### src/rtl/procyon_lib_pkg.sv
// Shared helpers for the procyon block library.
// pcyn_c2i: number of bits needed to index `value` items (minimum of 1 bit).
package procyon_lib_pkg;

  function automatic int unsigned pcyn_c2i(input int unsigned value);
    return (value <= 1) ? 1 : $clog2(value);
  endfunction

endpackage

### src/rtl/procyon_binary2onehot.sv
// Binary to one-hot decoder.
// Ports:
//   binary_i : binary index
//   onehot_o : one-hot decode of binary_i; all-zero for indices >= OPTN_ONEHOT_WIDTH
module procyon_binary2onehot
  import procyon_lib_pkg::*;
#(
  parameter int unsigned OPTN_ONEHOT_WIDTH = 8,
  localparam int unsigned BinWidth = pcyn_c2i(OPTN_ONEHOT_WIDTH)
) (
  input  logic [BinWidth-1:0]          binary_i,
  output logic [OPTN_ONEHOT_WIDTH-1:0] onehot_o
);

  always_comb begin
    onehot_o = '0;
    for (int unsigned i = 0; i < OPTN_ONEHOT_WIDTH; i++) begin
      onehot_o[i] = (binary_i == BinWidth'(i));
    end
  end

endmodule

### src/rtl/procyon_tag_freelist.sv
// Circular free-list allocator for the tags of a renamed resource.
// Offers the oldest free tag (binary and one-hot), accepts one allocation and one
// release per cycle, and flushes back to the all-free state in a single cycle.
// Ports:
//   clk, n_rst      : clock, synchronous active-low reset
//   i_flush         : return every tag to the free list (beats alloc/release)
//   i_alloc_en      : consume the offered tag
//   o_alloc_valid   : a free tag is offered
//   o_alloc_tag     : offered tag, binary
//   o_alloc_onehot  : offered tag, one-hot; zero when nothing is offered
//   i_release_en    : return i_release_tag to the list
//   i_release_tag   : tag being returned
//   o_free_count    : number of free tags
//   o_empty         : no free tags
module procyon_tag_freelist
  import procyon_lib_pkg::*;
#(
  parameter int unsigned OPTN_NUM_TAGS = 32,
  localparam int unsigned TAG_WIDTH = pcyn_c2i(OPTN_NUM_TAGS),
  localparam int unsigned CNT_WIDTH = pcyn_c2i(OPTN_NUM_TAGS + 1)
) (
  input  logic                     clk,
  input  logic                     n_rst,
  input  logic                     i_flush,
  input  logic                     i_alloc_en,
  output logic                     o_alloc_valid,
  output logic [TAG_WIDTH-1:0]     o_alloc_tag,
  output logic [OPTN_NUM_TAGS-1:0] o_alloc_onehot,
  input  logic                     i_release_en,
  input  logic [TAG_WIDTH-1:0]     i_release_tag,
  output logic [CNT_WIDTH-1:0]     o_free_count,
  output logic                     o_empty
);

  localparam logic [TAG_WIDTH-1:0] LastTag = TAG_WIDTH'(OPTN_NUM_TAGS - 1);
  localparam logic [CNT_WIDTH-1:0] NumTags = CNT_WIDTH'(OPTN_NUM_TAGS);

  // Explicit wrap so non-power-of-two tag counts work.
  function automatic logic [TAG_WIDTH-1:0] ptr_inc(input logic [TAG_WIDTH-1:0] ptr);
    return (ptr == LastTag) ? '0 : ptr + 1'b1;
  endfunction

  logic [TAG_WIDTH-1:0] entry_q [OPTN_NUM_TAGS];
  logic [TAG_WIDTH-1:0] entry_d [OPTN_NUM_TAGS];
  logic [TAG_WIDTH-1:0] head_q, head_d;
  logic [TAG_WIDTH-1:0] tail_q, tail_d;
  logic [CNT_WIDTH-1:0] count_q, count_d;

  logic                     alloc_fire;
  logic                     release_fire;
  logic [OPTN_NUM_TAGS-1:0] head_onehot;

  assign o_alloc_valid = (count_q != '0);
  assign o_empty       = (count_q == '0);
  assign o_free_count  = count_q;
  assign o_alloc_tag   = entry_q[head_q];

  assign alloc_fire   = i_alloc_en & o_alloc_valid;
  // A release into a full list is illegal; dropping it keeps the ring consistent.
  assign release_fire = i_release_en & (count_q != NumTags);

  always_comb begin
    entry_d = entry_q;
    head_d  = head_q;
    tail_d  = tail_q;
    count_d = count_q;
    if (i_flush) begin
      for (int unsigned i = 0; i < OPTN_NUM_TAGS; i++) begin
        entry_d[i] = TAG_WIDTH'(i);
      end
      head_d  = '0;
      tail_d  = '0;
      count_d = NumTags;
    end else begin
      if (alloc_fire) begin
        head_d = ptr_inc(head_q);
      end
      if (release_fire) begin
        entry_d[tail_q] = i_release_tag;
        tail_d          = ptr_inc(tail_q);
      end
      count_d = count_q + CNT_WIDTH'(release_fire) - CNT_WIDTH'(alloc_fire);
    end
  end

  always_ff @(posedge clk) begin
    if (!n_rst) begin
      for (int unsigned i = 0; i < OPTN_NUM_TAGS; i++) begin
        entry_q[i] <= TAG_WIDTH'(i);
      end
      head_q  <= '0;
      tail_q  <= '0;
      count_q <= NumTags;
    end else begin
      entry_q <= entry_d;
      head_q  <= head_d;
      tail_q  <= tail_d;
      count_q <= count_d;
    end
  end

  procyon_binary2onehot #(
    .OPTN_ONEHOT_WIDTH(OPTN_NUM_TAGS)
  ) u_head_decode (
    .binary_i(o_alloc_tag),
    .onehot_o(head_onehot)
  );

  assign o_alloc_onehot = head_onehot & {OPTN_NUM_TAGS{o_alloc_valid}};

  release_when_full_a : assert property (
    @(posedge clk) disable iff (!n_rst) (i_release_en && !i_flush) |-> (count_q != NumTags)
  );

endmodule

### config.mk
export PLATFORM = sky130hd
export DESIGN_NAME = procyon_tag_freelist
export DESIGN_NICKNAME = d
export VERILOG_FILES = /design/src/rtl/procyon_lib_pkg.sv /design/src/rtl/procyon_binary2onehot.sv /design/src/rtl/procyon_tag_freelist.sv
export SDC_FILE = /design/constraint.sdc
export NUM_CORES = 1
export LEC_CHECK = 0
export ABC_AREA = 1
export CAP_MARGIN = 20
export CELL_PAD_IN_SITES_DETAIL_PLACEMENT = 0
export CELL_PAD_IN_SITES_GLOBAL_PLACEMENT = 2
export CORE_MARGIN = 5
export CORE_UTILIZATION = 30
export DETAILED_ROUTE_END_ITERATION = 6
export PLACE_DENSITY_LB_ADDON = 0.1
export SLEW_MARGIN = 10
export SYNTH_ARGS = -nofsm -noshare
export SYNTH_HDL_FRONTEND = slang
export SYNTH_SLANG_ARGS = --single-unit
### constraint.sdc
create_clock -name clk -period 2.31 [get_ports clk]
set_clock_uncertainty 0.05 [all_clocks]
set_input_delay 0.462 -clock clk [delete_from_list [all_inputs] [get_ports clk]]
set_output_delay 0.462 -clock clk [all_outputs]
set_load 0.05 [all_outputs]
==> results of run 1 <==
[critical path, cell delays in order (launching register included)]
cell	delay, ps
dfxtp_4	410
buf_12	150
buf_12	130
buf_16	130
o21ai_0	180
o211ai_1	120
nand3_1	140
nand2_1	80
nand2_2	110
nand2_2	70
bufbuf_16	290
nor2_4	140
buf_12	140
[state kept, by name, summed over array words and instances, names as in the netlist]
signal	count
o_free_count	6
tail_q	5
head_q	5
entry_q	160
[power groups by stage]
stage	clock network [uW]	logic, uW	registers, uW
global route	3120	3340	3170
global placement	0	2570	3220
finish	2910	3120	3160
detailed placement	0	2570	3220
floorplan	0	1460	3310
CTS	3000	3080	3160
[timing repair]
action                     in CTS  in global routing
setup endpoints to repair      38                 42
pin swaps                      54                 34
buffers inserted               16                  5
gates cloned                    8                  0
resized for setup             145                 31
[Yosys cell counts, drive strengths merged]
cell type,instances,area share
nand2,350,0.15
clkbuf,32,0.014
ha,16,0.023
nand3b,1,0.00087
a21oi,71,0.041
nand3,127,0.074
buf,33,0.027
clkinv,2,0.00087
o21bai,1,0.00087
dfxtp,176,0.41
nor2,205,0.091
nand4,4,0.0029
nor3,3,0.0017
inv,143,0.062
o211ai,33,0.029
fa,1,0.0023
a211oi,2,0.0017
xor2,2,0.0020
o21ai,108,0.063
[final cells by class]
type | instances | area [um^2] | share of cell area
Timing Repair Buffer | 151 | 2060 | 0.169
Inverter | 145 | 588 | 0.0481
Clock buffer | 21 | 470 | 0.0385
Tap cell | 384 | 480 | 0.0393
Clock inverter | 11 | 106 | 0.00870
Sequential cell | 176 | 3550 | 0.290
Multi-Input combinational cell | 924 | 4970 | 0.406
[through the flow]
stage                     utilization  TNS, ps  cell area, um^2  setup WS, ps  hold WS, ps
after floorplan                     -   -13710             8980          -667          379
after global placement          0.370   -12510            10600          -438          389
after detailed placement        0.370   -12940            10600          -458          392
after CTS                       0.424   -24960            12100          -745          404
after global routing            0.428   -29340            12200          -869          420
final                           0.428   -24520            12200          -731          402
[metal layers]
layer,up-vias,global-route usage
li1,4392,-
met1,3965,0.263
met2,114,0.310
met3,23,0.0287
met4,0,0.0366
met5,-,0
[worst paths after layout]
check | from | end | slack [ps] | cells after the start
max | head_q[0] | o_alloc_onehot[4] | -730 | 12
min | entry_q[133] | entry_q[133] | 400 | 2
max reg2reg | o_free_count[2] | o_free_count[4] | 10 | 15
min reg2reg | entry_q[133] | entry_q[133] | 400 | 2
[cell families after synthesis]
| kind of cell | synth area share |
|---|---|
| AND/OR/NAND/NOR | 0.324 |
| AO/OA/AOI/OAI | 0.135 |
| buffers and inverters | 0.104 |
| flip-flops | 0.409 |
| adder cells (fa/ha/maj) | 0.0256 |
| XOR/XNOR | 0.00203 |
[layout by cell type (no fill, tap or decap), types with 2 or more instances in the layout]
cell             netlist  routed
inv_6                  0       4
nand2_4                0      22
xor2_1                 2       2
buf_16                 0       8
nor2_4                 0      42
dfxtp_1              176     168
clkinv_4               0       2
o211ai_1              33      33
buf_12                 0      46
buf_8                  0      11
ha_4                   0       4
nand3_1              127      97
nor3_1                 3       2
o21ai_1                1       9
clkinvlp_4             0       5
inv_4                  0      10
o21ai_0              107      98
nor2_2                 7       6
inv_1                137     127
a21oi_2                0       6
dfxtp_2                0       2
nand4_1                4       4
nor2_1               198     157
clkbuf_8               0       3
a21oi_1               71      64
nand3_2                0      30
ha_1                  16      12
buf_4                  6      57
clkinv_1               2       2
clkdlybuf4s50_1        0      15
buf_6                  9      13
clkbuf_16              0      17
inv_2                  6       3
nand2_2                5      20
nand2_1              345     308
dfxtp_4                0       6
==> impl_metrics.tcl, run 1 <==
set metrics [dict create \
    hold_buffers 0 \
    cts_tree "done" \
    num_vias 8494 \
    synth_area_um2 8620 \
    clkLatencyLatePin_ps 440 \
    critPathKind "reg2out" \
    power_density_nw_per_um2 752 \
    grt_max_degree 85 \
    cts_sinks 176 \
    h-tree-depth 4 \
    wl_met1_mm 14.9 \
    hold_class "reg2reg" \
    clock_path_buffers 2 \
    yosys_warnings 0 \
    leakage_uw 0.00539 \
    ioPinCount 55 \
    cts_root_buffer "clkbuf_16" \
    setup_viol 37 \
    pwr-share-comb 0.339 \
    required_ps 1800 \
    tightest_slew_ps 587 \
    dp.cells 1752 \
    wl_mm 30.7 \
    max_freq_ghz 0.329 \
    coreArea_um2 28500 \
    fp-row-count 62 \
    rsz0062_at_grt "yes" \
    drt_iter0_markers 552 \
    fp.dieH_um 179 \
    start_util 0.302 \
    drc_errors 0 \
    status "complete, but fails checks" \
    place_congestion 0.792 \
    cap_viol_max_count 0 \
    post_drt_via_cell_ratio 4.69 \
    ant_nets 0 \
    crit_path_end_kind "output port" \
    synth-seq-cells 176 \
    syn_nets 1337 \
    peakVddDrop_uv 470 \
    clkTransAtPathRegs_ps 70 \
    track_usage 0.188 \
    grt_remaining_overflow 0 \
    area_delta_synth_final_pct 41.8 \
    synth.avg_cell_area_um2 6.58 \
    firstDrtPassIters 5 \
    min_period_ps 3040 \
    synthCells 1310 \
    min_period_over_period 1.32 \
    power_uw 9190 \
    report.final.slew_viol_count 0 \
    fin_nets 1442 \
    routed-wl-met2_mm 14.6 \
    fin_ws_ps -731 \
    grt_pass1_wl_mm 48.2 \
    die-area_um2 32200 \
    failed_checks "negative setup slack" \
    finalNonFillerCells 1812 \
    switching_power_uw 3220 \
    portBuffers 54 \
    drive_gt1_frac 0.228 \
    cp_max_fo 8 \
    die_w_um 179 \
    grt_pass1_vias 8180 \
    antennaDiodeCount 0 \
    cts_buffers 17 \
    p_seq_frac 0.344 \
    finalHoldViolCount 0 \
    startpoint_type "flip-flop" \
    crit_arrival_ps 2530 \
    hpwlAfterDp_mm 19.7 \
    power.internal_uw 5970 \
    switching_share 0.350 \
    wl_per_cell_um 16.9 \
    synth_cell_types 26 \
    wl_met3_um 894 \
    fill_cells 3010 \
    maxSlewHeadroom 0.605 \
    p_clk_frac 0.317 \
    grt_antenna_before_repair 0 \
    top_layer_used "met4" \
    synth-seq-area-share 0.409 \
]
Power figures use the tool's default switching activity.
==> inputs of run 2 (changes only) <==
--- a/config.mk
+++ b/config.mk
@@ -13,7 +13,9 @@
 export CORE_UTILIZATION = 30
 export DETAILED_ROUTE_END_ITERATION = 6
 export PLACE_DENSITY_LB_ADDON = 0.1
+export REMOVE_ABC_BUFFERS = 1
 export SLEW_MARGIN = 10
 export SYNTH_ARGS = -nofsm -noshare
 export SYNTH_HDL_FRONTEND = slang
 export SYNTH_SLANG_ARGS = --single-unit
+export TNS_END_PERCENT = 1
==> run 2 against run 1 <==
The flow still finishes with violations (negative setup slack). Die area stayed put. Sequential power hardly changed. Register-to-register slack worse by 40 ps. Via count is 2.6% lower. Flip-flop and latch count stayed put. Critical path depth stayed put. Sequential share of layout area is 1.2 points higher. Global-route usage is 0.59 points lower. Worst setup slack worse by 44 ps. Core utilization is 2.0 points lower. Wire length is 3.5% lower. Maximum frequency is 1.4% lower. Critical path type unchanged. Critical endpoint unchanged. Highest routed layer unchanged.
==> impl_metrics.tcl, run 2 (same netlist as run 1, synthesis figures left out) <==
set metrics [dict create \
    status "complete, but fails checks" \
    failed_checks "negative setup slack" \
    seq_area_um2 3530 \
    hold_buffers 0 \
    hpwlAfterDp_mm 20.5 \
    fin_nets 1439 \
    num_vias 8273 \
    grt_remaining_overflow 0 \
    grt_antenna_before_repair 0 \
    worstPathCellList "bufbuf_16 > nand2_1 > nand3_1 > a21oi_2 > nor2_2 > nand2_1 > nand2_4 > inv_4 > nor2_4 > nand2_4 > nor2_4 > buf_12" \
    startpoint_type "flip-flop" \
    clock_path_buffers 2 \
    track_usage 0.182 \
    portBuffers 54 \
    drt_iter0_markers 370 \
    cp_max_fo 18 \
    fin_area_um2 11700 \
    pwr-share-comb 0.301 \
    drive_gt1_frac 0.191 \
    antennaDiodeCount 0 \
    switching_power_uw 3020 \
    max_stage_delay_ps 470 \
    finalHoldViolCount 0 \
    peakVddDrop_uv 479 \
    cts_sinks 176 \
    cts_root_buffer "clkbuf_16" \
    clkLatencyLatePin_ps 440 \
    h-tree-depth 4 \
    p_seq_frac 0.360 \
    place_congestion 0.770 \
    firstDrtPassIters 4 \
    coreArea_um2 28500 \
    max_freq_ghz 0.324 \
    ant_nets 0 \
    clkTransAtPathRegs_ps 70 \
    grt_pass1_vias 8218 \
    switching_share 0.346 \
    die-area_um2 32200 \
    hold_class "reg2reg" \
    wl_mm 29.6 \
    tightest_slew_ps 638 \
    fp-row-count 62 \
    cts_tree "done" \
    leakage_uw 0.00519 \
    report.final.slew_viol_count 0 \
    die_w_um 179 \
    multi_input_area_um2 4600 \
    cts_buffers 17 \
    grt_max_degree 58 \
    required_ps 1800 \
    maxSlewHeadroom 0.574 \
    drc_errors 0 \
    critPathKind "reg2out" \
    min_period_ps 3090 \
    start_util 0.302 \
    rsz0062_at_grt "yes" \
    whs_ps 402 \
    slowest_stage "dfxtp_4" \
    grt_pass1_wl_mm 46.8 \
    setup_viol 38 \
    area_delta_synth_final_pct 35.4 \
    place_area_um2 10600 \
    largest_reg_flops 160 \
    crit_path_end_kind "output port" \
    final_common_cell "nand2_1" \
    fill_cells 3122 \
    fp.dieH_um 179 \
    crit_arrival_ps 2570 \
    final_cell_mix "327 x nand2_1, 173 x dfxtp_1, 155 x nor2_1, 130 x inv_1, 118 x nand3_1" \
    min_period_over_period 1.34 \
    fin_ws_ps -775 \
    ioPinCount 55 \
    wl_per_cell_um 16.4 \
    regMostFlops "entry_q" \
    power.internal_uw 5700 \
    p_clk_frac 0.339 \
    post_drt_via_cell_ratio 4.57 \
    cap_viol_max_count 0 \
    power_density_nw_per_um2 747 \
]
## run 2: cell types whose count changed in the layout (fill, tap and decap cells not counted), sizes merged
cell      delta
clkinv       +1
clkbuf       -1
inv          +4
clkinvlp     -3
buf          -4
## run 2: repair_timing
| item | CTS | global route |
|---|---|---|
| endpoints found under the hold margin | 0 | 0 |
| setup endpoints to repair | 40 | 42 |
| cloned | 1 | 1 |
| gates resized for setup | 66 | 62 |
| buffers inserted | 3 | 0 |
| pin swaps | 7 | 17 |
## run 2: routing by layer
layer / up-vias / share of wire / wire length, um / track usage
met4: 0 / 0.013 / 399 / 0.0460
met1: 3783 / 0.48 / 14100 / 0.241
met5: - / 0 / 0 / 0
met2: 94 / 0.48 / 14200 / 0.313
met3: 32 / 0.031 / 926 / 0.0259
li1: 4364 / - / - / -
## run 2: worst paths after layout
path,start,endpoint,slack (ps),cells past startpoint
worst max-delay path,head_q[0],o_alloc_onehot[4],-780,12
worst min-delay path,entry_q[133],entry_q[133],400,2
worst max register to register,o_free_count[4],o_free_count[4],-30,14
worst min register to register,entry_q[133],entry_q[133],400,2
## run 2: per-stage QoR
| stage | cells | TNS [ps] | setup WS (ps) | power [uW] | util |
|---|---|---|---|---|---|
| 2_1_floorplan | 1245 | -608120 | -3930 | 4390 | - |
| 3_3_place_gp | 1772 | -13350 | -445 | 5560 | 0.370 |
| 3_5_place_dp | 1772 | -12260 | -406 | 5550 | 0.370 |
| 4_1_cts | 1808 | -25250 | -733 | 8700 | 0.400 |
| 5_1_grt | 1809 | -30910 | -894 | 9160 | 0.409 |
| 6_report | 1809 | -25450 | -775 | 8720 | 0.409 |
## run 2: worst max-delay path, delay by kind of cell (launching register included)
family          cells  cell delay (ps)
compound gates      1               90
buf+inv             3              530
flops               1              470
simple gates        8             1030
## run 2: layout make-up
| type | count | share of cell area |
|---|---|---|
| inverter | 145 | 0.0473 |
| multi-input combinational | 924 | 0.394 |
| tap | 384 | 0.0412 |
| sequential | 176 | 0.303 |
| clock buffer | 19 | 0.0398 |
| clock inverter | 13 | 0.0106 |
| timing repair buffer | 148 | 0.164 |
## run 2: power by group through the flow
stage	sequential (uW)	clock, uW	combinational [uW]
after floorplan	3330	0	1070
after global placement	3200	0	2360
after detailed placement	3200	0	2350
after CTS	3130	3060	2510
after global routing	3150	3180	2830
final	3140	2960	2620
==> inputs of run 3 (changes only) <==
--- a/config.mk
+++ b/config.mk
@@ -5,12 +5,12 @@
 export SDC_FILE = /design/constraint.sdc
 export NUM_CORES = 1
 export LEC_CHECK = 0
-export ABC_AREA = 1
+export ABC_AREA = 0
 export CAP_MARGIN = 20
 export CELL_PAD_IN_SITES_DETAIL_PLACEMENT = 0
 export CELL_PAD_IN_SITES_GLOBAL_PLACEMENT = 2
 export CORE_MARGIN = 5
-export CORE_UTILIZATION = 30
+export CORE_UTILIZATION = 33
 export DETAILED_ROUTE_END_ITERATION = 6
 export PLACE_DENSITY_LB_ADDON = 0.1
 export REMOVE_ABC_BUFFERS = 1
==> run 3 against run 2 <==
The run still ends with negative setup slack left. Non-clock buffer count grew 58. Count of clock-buffer cells in the layout decreased by 2. Worst setup slack got worse by 240 ps. Global-route usage up 1.4 points. Die area is 6.6% lower. Combinational power shrank 5%. Register-to-register slack worse by 210 ps. Area after synthesis rose by 2.3%. Via count decreased by 3.1%. Core utilization is 4.6 points higher. Critical path depth is 1 lower.
==> impl_metrics.tcl, run 3 <==
set metrics [dict create \
    status "complete, but fails checks" \
    failed_checks "negative setup slack" \
    grt_antenna_before_repair 0 \
    clkLatencyLatePin_ps 440 \
    power_density_nw_per_um2 724 \
    finalHoldViolCount 0 \
    h-tree-depth 4 \
    critPathKind "reg2out" \
    wl_mm 29.4 \
    synth_top_area_frac 0.400 \
    synth.avg_cell_area_um2 8.26 \
    startpoint_type "flip-flop" \
    antennaDiodeCount 0 \
    async_reset_ff_frac 0 \
    cts_tree "done" \
    cap_viol_max_count 0 \
    ioPinCount 55 \
    crit_path_end_kind "output port" \
    crit_arrival_ps 2820 \
    setup_viol 43 \
    dp.cells 1510 \
    fp-row-count 59 \
    place_congestion 0.792 \
    synth_cell_types 58 \
    required_ps 1800 \
    fin_ws_ps -1020 \
    cpMostUsedCell "buf_12" \
    post-synth-top-area-cell "dfxtp_1" \
    worstPathCellList "buf_12 > buf_12 > mux4_2 > mux2i_1 > buf_4 > a221o_2 > inv_4 > nand3_2 > nor3_1 > buf_4 > buf_12" \
    slowest_stage "a221o_2" \
    cp_max_fo 8 \
    die-area_um2 30100 \
    max_stage_delay_ps 480 \
    leakage_uw 0.00460 \
    final_cell_mix "242 x nand3_1, 209 x nand2_1, 172 x dfxtp_1, 126 x buf_4, 96 x a21oi_1" \
    maxSlewHeadroom 0.616 \
    synthFlopType "dfxtp_1" \
    num_vias 8015 \
    cp_top_family "buffers and inverters" \
    grt_pass1_wl_mm 46.7 \
    synth-seq-area-share 0.400 \
    critPathBufInv 6 \
    hold_buffers 0 \
    start_util 0.336 \
    fp.dieH_um 173 \
    largest_reg_flops 160 \
    cts_root_buffer "clkbuf_16" \
    area_delta_synth_final_pct 35.0 \
    grt_remaining_overflow 0 \
    drt_iter0_markers 535 \
    cts_sinks 176 \
    ant_nets 0 \
    grt_pass1_vias 7728 \
    cts_buffers 17 \
    yosys_warnings 0 \
    place_area_um2 11100 \
    post_drt_via_cell_ratio 5.19 \
    clock_path_buffers 2 \
    fin_area_um2 11900 \
    report.final.slew_viol_count 0 \
    final_common_cell "nand3_1" \
    synth_area_um2 8820 \
    drive_gt1_frac 0.271 \
    tightest_slew_ps 575 \
    synth_edf_count 0 \
    coreArea_um2 26200 \
    synth_commonest_cells "243 x nand3_1, 210 x nand2_1, 176 x dfxtp_1" \
    tns_ps -34610 \
    drc_errors 0 \
    synth.most_common_cell "nand3_1" \
    max_freq_ghz 0.300 \
    wl_per_cell_um 19.1 \
    min_period_ps 3330 \
    track_usage 0.196 \
    clkTransAtPathRegs_ps 70 \
    synthCells 1068 \
    finalNonFillerCells 1543 \
    power_uw 8610 \
    portBuffers 54 \
    fin_nets 1222 \
    firstDrtPassIters 4 \
    grt_max_degree 75 \
    rsz0062_at_grt "yes" \
    hpwlAfterDp_mm 20.1 \
    synth-seq-cells 176 \
    regMostFlops "entry_q" \
    min_period_over_period 1.44 \
    peakVddDrop_uv 510 \
    die_w_um 173 \
    hold_class "reg2reg" \
    synth_area_leaders "dfxtp_1 40%, nand3_1 14%, nand2_1 8.9%" \
    dp_slack_ps -669 \
]
run 3: final timing paths:
| kind | start | endpoint | slack [ps] | depth (start not counted) |
|---|---|---|---|---|
| max reg2reg | o_free_count[3] | o_free_count[4] | -240 | 16 |
| max | head_q[0] | o_alloc_onehot[23] | -1020 | 11 |
| min reg2reg | entry_q[5] | entry_q[5] | 400 | 2 |
| min | entry_q[5] | entry_q[5] | 400 | 2 |
run 3: worst min-delay path, stage by stage, from the launching register on:
cell and delay [ps]:
dfxtp_1 310, nand2_1 50, a21oi_1 50
run 3: cells by family after synthesis:
family,count (synthesis),synth area share
adders and majority gates,17,0.0250
AOI/OAI and AO/OA,139,0.101
DFF,176,0.400
muxes,66,0.101
buffers and inverters,117,0.0605
xor gates and xnor gates,4,0.00397
and+or+nand+nor,549,0.309
run 3: power by group:
part           leakage (uW)  internal [uW]  switching [uW]
Combinational       0.00288           1070            1420
Sequential          0.00142           3080            38.6
Clock              0.000296           1550            1450
run 3: routing by layer:
| metal | vias up | GRT usage | wire length [um] |
|---|---|---|---|
| met5 | - | 0 | 0 |
| met1 | 3841 | 0.297 | 15300 |
| met2 | 168 | 0.298 | 12800 |
| met4 | 0 | 0.0346 | 200 |
| li1 | 3993 | - | - |
| met3 | 13 | 0.0312 | 1090 |
run 3: final cells by class:
cell class / instances / area, um^2
Tap cell: 335 / 419
Clock buffer: 17 / 425
Fill cell: 2552 / 14300
Inverter: 19 / 76.3
Clock inverter: 15 / 168
Timing Repair Buffer: 206 / 2320
Sequential cell: 176 / 3530
Multi-Input combinational cell: 775 / 4960
run 3: timing repair:
| action | in CTS | in global routing |
|---|---|---|
| setup buffers | 1 | 0 |
| gates resized for setup | 37 | 9 |
| pin swaps | 14 | 5 |
| setup endpoints to repair | 43 | 44 |
run 3: stage by stage:
stage / util / hold slack (ps)
floorplan: - / 383
global placement: 0.423 / 391
detailed placement: 0.423 / 396
CTS: 0.453 / 406
global route: 0.454 / 421
finish: 0.454 / 404
